File: config.mk
export PLATFORM = sky130hd
export DESIGN_NAME = keypad_scanner
export DESIGN_NICKNAME = d
export VERILOG_FILES = /design/src/rtl/keypad_scanner.sv
export SDC_FILE = /design/constraint.sdc
export NUM_CORES = 1
export LEC_CHECK = 0
export ABC_CLOCK_PERIOD_IN_PS = 2600
export CAP_MARGIN = 40
export CELL_PAD_IN_SITES_DETAIL_PLACEMENT = 1
export CELL_PAD_IN_SITES_GLOBAL_PLACEMENT = 2
export CORE_AREA = 5 5 85 87
export DETAILED_ROUTE_END_ITERATION = 12
export DIE_AREA = 0 0 90 92
export GPL_TIMING_DRIVEN = 0
export PLACE_DENSITY_LB_ADDON = 0.08
export SETUP_SLACK_MARGIN = 0.15
export SLEW_MARGIN = 40
export SYNTH_ARGS = -nofsm -noshare
export SYNTH_HDL_FRONTEND = slang
export SYNTH_SLANG_ARGS = --single-unit
File: constraint.sdc
create_clock -name clk -period 2.6 [get_ports clk]
set_input_delay 0.39 -clock clk [delete_from_list [all_inputs] [get_ports clk]]
set_output_delay 0.39 -clock clk [all_outputs]
set_load 0.02 [all_outputs]
File: src/rtl/keypad_scanner.sv
// keypad_scanner
// Scans a 4x4 active-low matrix keypad one column at a time. The row returns
// are synchronised and debounced, and each accepted press gives a 4-bit hex
// key code together with a single-cycle strobe.
//
// Ports:
//   clk       in   system clock
//   reset_n   in   synchronous reset, active-low
//   row[3:0]  in   keypad row returns, active-low, asynchronous
//   col[3:0]  out  column drive, active-low, exactly one bit low
//   key_code  out  hex code of the last accepted key
//   key_valid out  one-cycle pulse when a press is accepted
//   key_down  out  high while the accepted key is held
module keypad_scanner #(
    parameter int SCAN_DIV       = 12000,  // clocks per column dwell, >= 4
    parameter int DEBOUNCE_SCANS = 10,     // matching samples to accept, >= 1
    parameter int CNT_W          = 14      // 2**CNT_W >= SCAN_DIV
) (
    input  logic       clk,
    input  logic       reset_n,
    input  logic [3:0] row,
    output logic [3:0] col,
    output logic [3:0] key_code,
    output logic       key_valid,
    output logic       key_down
);

    localparam int DB_W = $clog2(DEBOUNCE_SCANS + 1);

    typedef enum logic [1:0] {
        SCAN,
        PRESS_DB,
        HELD
    } state_t;

    state_t           state, state_d;
    logic [3:0]       row_s1, row_s2;
    logic [CNT_W-1:0] cnt;
    logic [1:0]       col_idx, col_idx_d;
    logic [DB_W-1:0]  db_cnt, db_cnt_d, db_next;
    logic [3:0]       pat, pat_d;
    logic [3:0]       key_code_d;
    logic             key_valid_d, key_down_d;
    logic             tick, one_low, all_high;

    // Maps a single-low row pattern plus the active column to the hex legend
    // printed on the keypad.
    function automatic logic [3:0] key_map(input logic [3:0] p, input logic [1:0] c);
        logic [1:0] r;
        logic [3:0] code;
        case (p)
            4'b1110: r = 2'd0;
            4'b1101: r = 2'd1;
            4'b1011: r = 2'd2;
            default: r = 2'd3;
        endcase
        case ({r, c})
            4'h0: code = 4'h1;  4'h1: code = 4'h2;  4'h2: code = 4'h3;  4'h3: code = 4'hA;
            4'h4: code = 4'h4;  4'h5: code = 4'h5;  4'h6: code = 4'h6;  4'h7: code = 4'hB;
            4'h8: code = 4'h7;  4'h9: code = 4'h8;  4'hA: code = 4'h9;  4'hB: code = 4'hC;
            4'hC: code = 4'hE;  4'hD: code = 4'h0;  4'hE: code = 4'hF;  default: code = 4'hD;
        endcase
        return code;
    endfunction

    assign col      = ~(4'b0001 << col_idx);
    assign tick     = (cnt == CNT_W'(SCAN_DIV - 1));
    assign all_high = (row_s2 == 4'b1111);
    assign one_low  = (row_s2 == 4'b1110) || (row_s2 == 4'b1101) ||
                      (row_s2 == 4'b1011) || (row_s2 == 4'b0111);
    assign db_next  = db_cnt + DB_W'(1);

    // Sequential state: sync flops, dwell counter and FSM register.
    // NOTE: every register here uses <= so all flops update from the same
    // pre-edge values; blocking assignments would create ordering races.
    always_ff @(posedge clk) begin
        if (!reset_n) begin
            row_s1    <= 4'b1111;
            row_s2    <= 4'b1111;
            cnt       <= '0;
            state     <= SCAN;
            col_idx   <= 2'd0;
            db_cnt    <= '0;
            pat       <= 4'b1111;
            key_code  <= 4'h0;
            key_valid <= 1'b0;
            key_down  <= 1'b0;
        end else begin
            row_s1    <= row;
            row_s2    <= row_s1;
            cnt       <= tick ? '0 : cnt + CNT_W'(1);
            state     <= state_d;
            col_idx   <= col_idx_d;
            db_cnt    <= db_cnt_d;
            pat       <= pat_d;
            key_code  <= key_code_d;
            key_valid <= key_valid_d;
            key_down  <= key_down_d;
        end
    end

    // Next-state and output logic; row samples are only acted on at tick.
    always_comb begin
        // NOTE: every output of this block gets a default first so no path
        // leaves a variable unassigned, which would infer a latch.
        state_d     = state;
        col_idx_d   = col_idx;
        db_cnt_d    = db_cnt;
        pat_d       = pat;
        key_code_d  = key_code;
        key_valid_d = 1'b0;
        key_down_d  = key_down;

        if (tick) begin
            case (state)
                SCAN: begin
                    if (one_low) begin
                        // Column is held while the pattern is debounced.
                        pat_d = row_s2;
                        if (DEBOUNCE_SCANS == 1) begin
                            key_code_d  = key_map(row_s2, col_idx);
                            key_valid_d = 1'b1;
                            key_down_d  = 1'b1;
                            db_cnt_d    = '0;
                            state_d     = HELD;
                        end else begin
                            db_cnt_d = DB_W'(1);
                            state_d  = PRESS_DB;
                        end
                    end else begin
                        col_idx_d = col_idx + 2'd1;
                    end
                end
                PRESS_DB: begin
                    if (row_s2 == pat) begin
                        if (db_next == DB_W'(DEBOUNCE_SCANS)) begin
                            key_code_d  = key_map(pat, col_idx);
                            key_valid_d = 1'b1;
                            key_down_d  = 1'b1;
                            db_cnt_d    = '0;
                            state_d     = HELD;
                        end else begin
                            db_cnt_d = db_next;
                        end
                    end else begin
                        db_cnt_d  = '0;
                        col_idx_d = col_idx + 2'd1;
                        state_d   = SCAN;
                    end
                end
                HELD: begin
                    // Any low row, including a second key, restarts the
                    // release count; the original key stays held.
                    if (all_high) begin
                        if (db_next == DB_W'(DEBOUNCE_SCANS)) begin
                            key_down_d = 1'b0;
                            db_cnt_d   = '0;
                            col_idx_d  = col_idx + 2'd1;
                            state_d    = SCAN;
                        end else begin
                            db_cnt_d = db_next;
                        end
                    end else begin
                        db_cnt_d = '0;
                    end
                end
                default: begin
                    db_cnt_d = '0;
                    state_d  = SCAN;
                end
            endcase
        end
    end

endmodule

==> reports/qor.yml, run 1 <==
detailed_routing:
  wl_um: 5300
  routed-wl-met3_um: 150
  ant_nets: 0
  viasPerCell: 5.29
  wl_per_cell_um: 15.1
  wl_met2_um: 2460
  drc_errors: 0
  highest_layer: "met4"
  wl_met1_um: 2610
  dr.pass1.iters: 4
  drt_iter0_drc: 65
  vias: 1851
sta:
  max_freq_mhz: 435
  min_period_ns: 2.30
  drv_slew: 0
  final-hold-violation-count: 0
  worstMarginPinSlew_ns: 0.687
  skew_ns: 0.00781
  worst_slack_ns: 0.301
  slew-limit-headroom: 0.538
  finalSetupViolations: 0
  rsz0062_at_grt: "false"
  setup_tns_ns: 0
  finalCritPeriodShare: 0.884
logic_synthesis:
  synth_cell_types: 50
  synth.avg_cell_area_um2: 8.69
  synth_seq_area_share: 0.368
  synth_top_flop_cell: "dfxtp_1"
  ys_async_sr_fraction: 0
  synth_top_cell_area_share: 0.368
  synthTopCellsByArea: "dfxtp_1 (37%), ha_1 (5.2%), nor2_1 (3.8%)"
  syn-instance-count: 250
  yosys_warnings: 0
  synth-edff-count: 0
  synth.cell_area_mm2: 0.00217
  syn_nets: 265
  synth_seq_cells: 40
  yosys.area.top_type: "dfxtp_1"
final_layout:
  final_area_mm2: 0.00253
  syn2layout_area_growth_pct: 16.3
  layout-drive-gt1-share: 0.0696
  diodes: 0
  fin_nets: 287
  fin_util: 0.403
clock_network:
  clock-sinks: 40
  cts_tree: "yes"
  max-clock-path-buffers: 2
  clock-root-buffer: "clkbuf_8"
  ctsHtreeMaxLevel: 2
  clkTransAtPathRegs_ns: 0.08
  cts_inserted_buffers: 5
  clkLatencyLatePin_ns: 0.29
  cts_hold_buf: 0
  postCtsSetupRepairBufs: 0
  cts_resized: 0
power_and_ir_drop:
  p_switching_w: 0.000261
  total_power_w: 0.00119
  internal_power_w: 0.000931
  pwr-share-seq: 0.529
  p_leak_nw: 0.968
  clkPwrFrac: 0.424
  p_sw_frac: 0.219
  p_comb_frac: 0.046
  power_density_mw_per_mm2: 471
  irDropWorstVdd_uv: 205
run:
  cap_violations: 0
die:
  start_util: 0.346
  die_w_um: 90
  die_area_mm2: 0.00828
  pin_count: 16
  core_area_mm2: 0.00628
  row_count: 29
  die_y_um: 92
worst_setup_path:
  crit_type: "flop to output port"
  critical_path_arrival_ns: 1.91
  required_ns: 2.21
  crit_path_max_fanout: 9
  start_kind: "flop"
  setup.worst_path.end_class: "output port"
placed_design:
  place_congestion: 0.751
  place_area_mm2: 0.00242
  place_ws_ns: 0.361
  numPortBuffers: 15
  place_hpwl_um: 3990
run_status:
  outcome: "complete, no violations"
hold_path:
  hold_class: "flop to flop"
global_route:
  track_usage: 0.135
  antenna_found_initial: 0
  grt_max_degree: 13
  overflow: 0
  grt_pass1_wl_um: 9250
  grt_pass1_vias: 1899
[worst max-delay path, stage by stage, from the launching register on]
cell,delay (ns)
dfxtp_1,0.53
inv_1,0.18
ha_1,0.25
inv_1,0.06
clkdlybuf4s50_1,0.59
[per-layer routing]
layer  global-route usage  vias up
li1                     -      945
met5                    0        -
met3               0.0327        6
met2                0.218       22
met4               0.0409        0
met1                0.177      878
[cell families (layout without fill, tap and decap cells)]
group / after synthesis / in the layout / share of synthesized area
simple gates: 108 / 108 / 0.287
compound gates: 54 / 54 / 0.183
flops: 40 / 40 / 0.368
buf+inv: 22 / 45 / 0.0392
xor+xnor: 14 / 14 / 0.0564
fa+ha+maj: 9 / 9 / 0.0518
mux: 3 / 3 / 0.0138
[cells in the mapped netlist, types with 4 or more instances]
master / count
o21ai_0: 5
nand4b_1: 5
nor2b_1: 6
inv_1: 13
o211ai_1: 6
xnor2_1: 5
a21oi_1: 11
nand2_1: 21
o31ai_1: 5
nand2b_1: 10
o2111ai_1: 4
nor2_1: 22
clkbuf_1: 7
nor3_1: 5
xor2_1: 9
nand3_1: 11
ha_1: 9
dfxtp_1: 40
[cells in the final DEF, fill, tap and decap left out, types with 3 or more instances in the layout]
| cell type | instances |
|---|---|
| o2111ai_1 | 4 |
| xor2_1 | 9 |
| xnor2_1 | 5 |
| clkdlybuf4s50_1 | 15 |
| a21oi_1 | 11 |
| clkbuf_8 | 5 |
| dfxtp_1 | 40 |
| o211ai_1 | 6 |
| nand2_1 | 21 |
| a31oi_1 | 3 |
| nand4b_1 | 5 |
| clkbuf_1 | 8 |
| mux2i_1 | 3 |
| nor2_1 | 22 |
| nor3_1 | 5 |
| o31ai_1 | 5 |
| nand3_1 | 11 |
| o21ai_0 | 5 |
| ha_1 | 9 |
| nand2b_1 | 10 |
| nor4_1 | 3 |
| inv_1 | 13 |
| nand4_1 | 3 |
| nor3b_1 | 3 |
| and3_1 | 3 |
| nor2b_1 | 6 |
[final timing paths]
kind / startpoint / end / slack [ns] / cells after the start
worst max-delay path: col_idx[0]$_SDFFE_PN0P_ / col[0] / 0.30 / 4
worst min-delay path: row_s1[1]$_SDFF_PN1_ / row_s2[1]$_SDFF_PN1_ / 0.41 / 1
worst max register to register: cnt[0]$_SDFF_PP0_ / key_code[1]$_SDFFE_PN0P_ / 0.53 / 6
worst min register to register: row_s1[1]$_SDFF_PN1_ / row_s2[1]$_SDFF_PN1_ / 0.41 / 1
[through the flow]
stage	hold WS, ns	std cells
floorplan	0.386	250
global placement	0.388	342
detailed placement	0.396	342
CTS	0.416	350
global route	0.445	350
finish	0.410	350
[final cells by class]
cell class                      instances  area, µm²
Sequential cell                        40        801
Multi-Input combinational cell        188       1290
Clock buffer                            6       72.6
Tap cell                               77       96.3
Fill cell                             774       3750
Clock inverter                          2       35.0
Timing Repair Buffer                   15        150
Buffer                                  9       36.3
Inverter                               13       48.8
[power groups by stage]
stage               registers, W  logic [W]  clock network (W)
finish                  0.000631  0.0000552           0.000506
CTS                     0.000631  0.0000569           0.000534
detailed placement      0.000645  0.0000568                  0
global route            0.000633  0.0000618           0.000566
global placement        0.000645  0.0000553                  0
floorplan               0.000643  0.0000357                  0
[sequential cells by signal, indices dropped and copies added (netlist names)]
signal and cells:
pat 4, db_cnt 4, key_code 4, row_s2 4, col_idx 2, cnt 14
key_down 1, state 2, key_valid 1, row_s1 4
(Power assumes the default switching activity.)
==> run 2: changes to the inputs <==
--- a/config.mk
+++ b/config.mk
@@ -9,13 +9,15 @@
 export CAP_MARGIN = 40
 export CELL_PAD_IN_SITES_DETAIL_PLACEMENT = 1
 export CELL_PAD_IN_SITES_GLOBAL_PLACEMENT = 2
-export CORE_AREA = 5 5 85 87
+export CORE_AREA = 5 5 93 95
 export DETAILED_ROUTE_END_ITERATION = 12
-export DIE_AREA = 0 0 90 92
+export DIE_AREA = 0 0 98 100
 export GPL_TIMING_DRIVEN = 0
 export PLACE_DENSITY_LB_ADDON = 0.08
+export REMOVE_ABC_BUFFERS = 1
 export SETUP_SLACK_MARGIN = 0.15
 export SLEW_MARGIN = 40
 export SYNTH_ARGS = -nofsm -noshare
 export SYNTH_HDL_FRONTEND = slang
 export SYNTH_SLANG_ARGS = --single-unit
+export TNS_END_PERCENT = 10
==> reports/qor.yml, run 2 (synthesis results as in run 1) <==
run_status:
  outcome: "complete, no violations"
global_route:
  use_met1: 0.145  # -0.0316
  grt_pass1_wl_um: 9000  # -2.7%
  overflow: 0  # unchanged
  grt_max_degree: 22  # +9
  gr-usage-met3: 0.0208  # -0.0119
  met2_usage: 0.188  # -0.0303
  antenna_found_initial: 0  # unchanged
  track_usage: 0.112  # -0.0225
  grt_pass1_vias: 1799  # -5.3%
  busiest_layer: "met2"
worst_setup_path:
  crit_type: "flop to output port"
  cp_cell_sequence: "inv_1 -> ha_1 -> inv_1 -> clkdlybuf4s50_1"
  required_ns: 2.21  # about the same
  start_kind: "flop"
  max_stage_delay_ns: 0.59  # about the same
  cp_common_cell: "inv_1"
  setup.worst_path.end_class: "output port"
  cp_slowest_cell: "clkdlybuf4s50_1"
  critical_path_arrival_ns: 1.93  # +0.02 ns
  r2r_cells: 5  # -1
  crit_path_max_fanout: 9  # unchanged
  r2r_end: "db_cnt[1]$_SDFFE_PN0P_"
  r2r_setup_slack_ns: 0.44  # -0.09 ns
  regToRegStartpoint: "cnt[8]$_SDFF_PP0_"
detailed_routing:
  viasPerCell: 4.96  # -6.2%
  wl_per_cell_um: 14.7  # -3.0%
  dr.pass1.iters: 5  # +1
  ant_nets: 0  # unchanged
  drt_iter0_drc: 45  # -31%
  vias: 1816  # -1.9%
  drc_errors: 0  # unchanged
  wl_um: 5380  # +1.5%
power_and_ir_drop:
  pwr-share-seq: 0.527  # -0.002
  p_leak_nw: 0.970  # +0.24%
  p_sw_frac: 0.223  # +0.00419
  internal_power_w: 0.000929  # -0.16%
  irDropWorstVdd_uv: 167  # -19%
  power_density_mw_per_mm2: 473  # +0.33%
  clkPwrFrac: 0.429  # +0.005
  p_comb_frac: 0.044  # -0.002
  p_switching_w: 0.000267  # +2.3%
clock_network:
  cts_hold_buf: 0  # unchanged
  ctsHtreeMaxLevel: 2  # unchanged
  postCtsSetupRepairBufs: 0  # unchanged
  clock-sinks: 40  # unchanged
  max-clock-path-buffers: 2  # unchanged
  cts_inserted_buffers: 5  # unchanged
  clkTransAtPathRegs_ns: 0.08  # about the same
  clock-root-buffer: "clkbuf_8"
  cts_tree: "yes"
  clkLatencyLatePin_ns: 0.30  # about the same
sta:
  max_freq_mhz: 431  # -0.89%
  fin_hold_ws_ns: 0.411  # +0.00103 ns
  min_period_ns: 2.32  # +0.0207 ns
  finalSetupViolations: 0  # unchanged
  slew-limit-headroom: 0.495  # -0.0428
  worstMarginPinSlew_ns: 0.755  # +0.0680 ns
  finalCritPeriodShare: 0.892  # +0.00798
  drv_slew: 0  # unchanged
  skew_ns: 0.00639  # -0.00142 ns
  rsz0062_at_grt: "false"
  final-hold-violation-count: 0  # unchanged
die:
  row_count: 32  # +10%
  die_area_mm2: 0.00980  # +18%
  die_w_um: 98  # +8.9%
  start_util: 0.284  # -0.0620
  pin_count: 16  # unchanged
  core_area_mm2: 0.00765  # +22%
  die_y_um: 100  # +8.7%
placed_design:
  place_area_mm2: 0.00242  # about the same
  place_hpwl_um: 3870  # -3.0%
  place_inst: 358  # +4.7%
  numPortBuffers: 15  # unchanged
  place_congestion: 0.735  # -2.1%
final_layout:
  fin_nets: 278  # -3.1%
  diodes: 0  # unchanged
  regMostFlops: "cnt"
  layout-drive-gt1-share: 0.0682  # -0.00142
  largest_reg_flops: 14  # unchanged
  final_area_mm2: 0.00253  # about the same
  final_cell_mix: "dfxtp_1 (40), nor2_1 (22), nand2_1 (21), clkdlybuf4s50_1 (14), inv_1 (13)"
  syn2layout_area_growth_pct: 16.4  # about the same
  fin_util: 0.331  # -0.0720
  layout_commonest_cell: "dfxtp_1"
  layout.cells.non_filler: 366  # +4.6%
hold_path:
  min_path_cells: 1  # unchanged
  hold_class: "flop to flop"
  min_to: "row_s2[0]$_SDFF_PN1_"
  min_from: "row_s1[0]$_SDFF_PN1_"
run:
  cap_violations: 0  # unchanged
[run 2: cell types whose count changed in the layout (fill, tap and decap cells not counted), sizes merged]
cell / before / now
clkdlybuf4s50: 15 / 14
clkbuf: 13 / 6
buf: 2 / 1
[run 2: layout make-up]
cell class / instances / area, µm²
clock buffers: 6 / 72.6
clock inverters: 2 / 35.0
fillers: 918 / 5120
inverters: 13 / 48.8
multi-input cells: 188 / 1300
flip-flops and latches: 40 / 801
well taps: 102 / 128
repair buffers: 15 / 145
[run 2: worst max path at each step]
stage	start	end	slack (ns)	depth (start not counted)
detailed placement	cnt[0]$_SDFF_PP0_	db_cnt[1]$_SDFFE_PN0P_	0.31	6
global route	col_idx[0]$_SDFFE_PN0P_	col[0]	0.16	4
CTS	col_idx[0]$_SDFFE_PN0P_	col[0]	0.23	4
finish	col_idx[0]$_SDFFE_PN0P_	col[0]	0.28	4
global placement	reset_n	db_cnt[1]$_SDFFE_PN0P_	-0.17	5
floorplan	cnt[0]$_SDFF_PP0_	db_cnt[1]$_SDFFE_PN0P_	0.58	6
[run 2: metal layers]
metal	share of wire	up-vias
met5	0	-
met3	0.027	5
met4	0.010	0
met1	0.50	862
met2	0.46	23
li1	-	926
[run 2: worst max-delay path, delay by kind of cell, from the launching register on]
family | cells | cell delay [ns]
fa+ha+maj | 1 | 0.26
buf+inv | 3 | 0.84
flops | 1 | 0.54
[run 2: stage by stage]
stage / setup TNS (ns) / setup slack [ns] / total power, W
4_1_cts: 0 / 0.232 / 0.00122
3_3_place_gp: -0.499 / -0.171 / 0.000699
6_report: 0 / 0.280 / 0.00120
5_1_grt: 0 / 0.164 / 0.00125
3_5_place_dp: 0 / 0.308 / 0.000699
2_1_floorplan: 0 / 0.579 / 0.000674
[run 2: what timing repair did]
item,4_1_cts,5_1_grt
setup endpoints to repair,0,3
resized for setup,0,0
hold endpoints to repair,0,0
[run 2: power groups by stage]
stage | sequential, W | combinational (W) | clock [W]
after floorplan | 0.000643 | 0.0000314 | 0
after global placement | 0.000645 | 0.0000535 | 0
after detailed placement | 0.000645 | 0.0000541 | 0
after CTS | 0.000631 | 0.0000545 | 0.000536
after global routing | 0.000632 | 0.0000600 | 0.000557
final | 0.000630 | 0.0000524 | 0.000513
==> run 3: changes to the inputs <==
--- a/config.mk
+++ b/config.mk
@@ -5,7 +5,7 @@
 export SDC_FILE = /design/constraint.sdc
 export NUM_CORES = 1
 export LEC_CHECK = 0
-export ABC_CLOCK_PERIOD_IN_PS = 2600
+export ABC_CLOCK_PERIOD_IN_PS = 2500
 export CAP_MARGIN = 40
 export CELL_PAD_IN_SITES_DETAIL_PLACEMENT = 1
 export CELL_PAD_IN_SITES_GLOBAL_PLACEMENT = 2
==> constraint.sdc (replaced) <==
create_clock -name clk -period 2.5 [get_ports clk]
set_input_delay 0.375 -clock clk [delete_from_list [all_inputs] [get_ports clk]]
set_output_delay 0.375 -clock clk [all_outputs]
set_load 0.02 [all_outputs]
==> reports/qor.yml, run 3 (synthesis results as in run 1) <==
run_status:
  outcome: "complete, no violations"
worst_setup_path:
  critical_path_arrival_ns: 1.79  # -0.14 ns
  crit_path_max_fanout: 7  # -2
  r2r_setup_slack_ns: 0.42  # -0.02 ns
  r2r_cells: 6  # +1
  r2r_end: "pat[0]$_SDFFE_PN1P_"
  regToRegStartpoint: "cnt[0]$_SDFF_PP0_"
  crit_type: "flop to output port"
  required_ns: 2.12  # -0.09 ns
  setup.worst_path.end_class: "output port"
  start_kind: "flop"
die:
  row_count: 32  # unchanged
  start_util: 0.284  # unchanged
  pin_count: 16  # unchanged
  core_area_mm2: 0.00765  # unchanged
  die_area_mm2: 0.00980  # unchanged
  die_w_um: 98  # unchanged
  die_y_um: 100  # unchanged
global_route:
  grt_max_degree: 22  # unchanged
  grt_pass1_wl_um: 9000  # unchanged
  track_usage: 0.112  # unchanged
  grt_pass1_vias: 1799  # unchanged
  antenna_found_initial: 0  # unchanged
  met2_usage: 0.188  # unchanged
  overflow: 0  # unchanged
  gr-usage-met3: 0.0208  # unchanged
  use_met1: 0.145  # unchanged
  busiest_layer: "met2"
sta:
  finalSetupViolations: 0  # unchanged
  finalCritPeriodShare: 0.868
  setup_tns_ns: 0  # unchanged
  drv_slew: 0  # unchanged
  final-hold-violation-count: 0  # unchanged
  worstMarginPinSlew_ns: 0.652  # -0.103 ns
  rsz0062_at_grt: "false"
  max_freq_mhz: 461
  min_period_ns: 2.17
  fin_hold_ws_ns: 0.411  # -0.000286 ns
  slew-limit-headroom: 0.562  # +0.0663
  skew_ns: 0.00570  # -0.000683 ns
power_and_ir_drop:
  pwr-share-seq: 0.526  # about the same
  power_density_mw_per_mm2: 488  # +3.2%
  p_switching_w: 0.000277  # +3.9%
  total_power_w: 0.00125  # +4.2%
  internal_power_w: 0.000969  # +4.3%
  clkPwrFrac: 0.427  # -0.002
  p_comb_frac: 0.047  # +0.003
  p_leak_nw: 0.985  # +1.5%
  irDropWorstVdd_uv: 174  # +3.9%
  p_sw_frac: 0.222  # -0.000738
final_layout:
  fin_nets: 281  # +1.1%
  largest_reg_flops: 14  # unchanged
  layout-drive-gt1-share: 0.0824  # +0.0142
  layout_commonest_cell: "dfxtp_1"
  regMostFlops: "cnt"
  layout.cells.non_filler: 369  # +0.82%
  syn2layout_area_growth_pct: 17.4
  final_cell_mix: "dfxtp_1 (39), nor2_1 (22), nand2_1 (21), clkdlybuf4s50_1 (14), inv_1 (13)"
  fin_util: 0.334  # +0.00311
  nFillCells: 918  # unchanged
  diodes: 0  # unchanged
clock_network:
  clkTransAtPathRegs_ns: 0.08  # about the same
  clock-sinks: 40  # unchanged
  clkLatencyLatePin_ns: 0.29  # about the same
  cts_tree: "yes"
  max-clock-path-buffers: 2  # unchanged
  clock-root-buffer: "clkbuf_8"
  cts_inserted_buffers: 5  # unchanged
  ctsHtreeMaxLevel: 2  # unchanged
hold_path:
  min_to: "row_s2[3]$_SDFF_PN1_"
  min_path_cells: 1  # unchanged
  min_from: "row_s1[3]$_SDFF_PN1_"
  hold_class: "flop to flop"
placed_design:
  place_congestion: 0.735  # unchanged
  numPortBuffers: 15  # unchanged
  place_hpwl_um: 3870  # unchanged
  place_inst: 358  # unchanged
detailed_routing:
  dr.pass1.iters: 7  # +2
  wl_per_cell_um: 14.6  # -0.26%
  wl_um: 5410  # +0.56%
  ant_nets: 0  # unchanged
  vias: 1809  # -0.39%
  viasPerCell: 4.90  # -1.2%
  drc_errors: 0  # unchanged
  drt_iter0_drc: 45  # unchanged
run:
  cap_violations: 0  # unchanged
## run 3: repair_timing
item	4_1_cts	5_1_grt
resized for setup	1	0
pin swaps	0	1
endpoints found under the setup margin	1	3
setup buffers	0	3
hold buffers	0	0
## run 3: final cells by class
cell class | count | area, µm² | share of cell area
clock buffer | 6 | 72.6 | 0.0284
clock inverter | 2 | 35.0 | 0.0137
inverter | 13 | 48.8 | 0.0191
multi-input combinational | 188 | 1300 | 0.509
sequential | 40 | 802 | 0.314
tap | 102 | 128 | 0.0500
timing repair buffer | 18 | 168 | 0.0657
## run 3: metal layers
layer / share of wire / routed length, µm / vias to the layer above
li1: - / - / 928
met5: 0 / 0 / -
met3: 0.027 / 144 / 4
met2: 0.47 / 2540 / 23
met1: 0.49 / 2670 / 854
met4: 0.0089 / 48 / 0
## run 3: worst max path at each step
stage                                 start  cells after the start                      to
global route              cnt[0]$_SDFF_PP0_                      6     pat[0]$_SDFFE_PN1P_
CTS                       cnt[0]$_SDFF_PP0_                      6  db_cnt[1]$_SDFFE_PN0P_
finish              col_idx[1]$_SDFFE_PN0P_                      4                  col[1]
floorplan                 cnt[0]$_SDFF_PP0_                      6  db_cnt[1]$_SDFFE_PN0P_
global placement                    reset_n                      5  db_cnt[1]$_SDFFE_PN0P_
detailed placement        cnt[0]$_SDFF_PP0_                      6  db_cnt[1]$_SDFFE_PN0P_
## run 3: critical path, stage by stage, from the launching register on
cell and delay (ns):
dfxtp_1 0.47, inv_1 0.14, ha_1 0.24, inv_1 0.06, clkdlybuf4s50_1 0.59
## run 3: per-stage QoR
stage,area (µm²),setup slack [ns]
finish,2550,0.331
global route,2550,0.163
CTS,2530,0.190
detailed placement,2420,0.208
global placement,2410,-0.256
floorplan,2140,0.479
## run 3: power groups by stage
stage | Clock (W) | Sequential (W) | Combinational, W
global route | 0.000579 | 0.000658 | 0.0000662
CTS | 0.000558 | 0.000656 | 0.0000566
detailed placement | 0 | 0.000671 | 0.0000563
global placement | 0 | 0.000671 | 0.0000556
finish | 0.000532 | 0.000655 | 0.0000582
floorplan | 0 | 0.000669 | 0.0000326
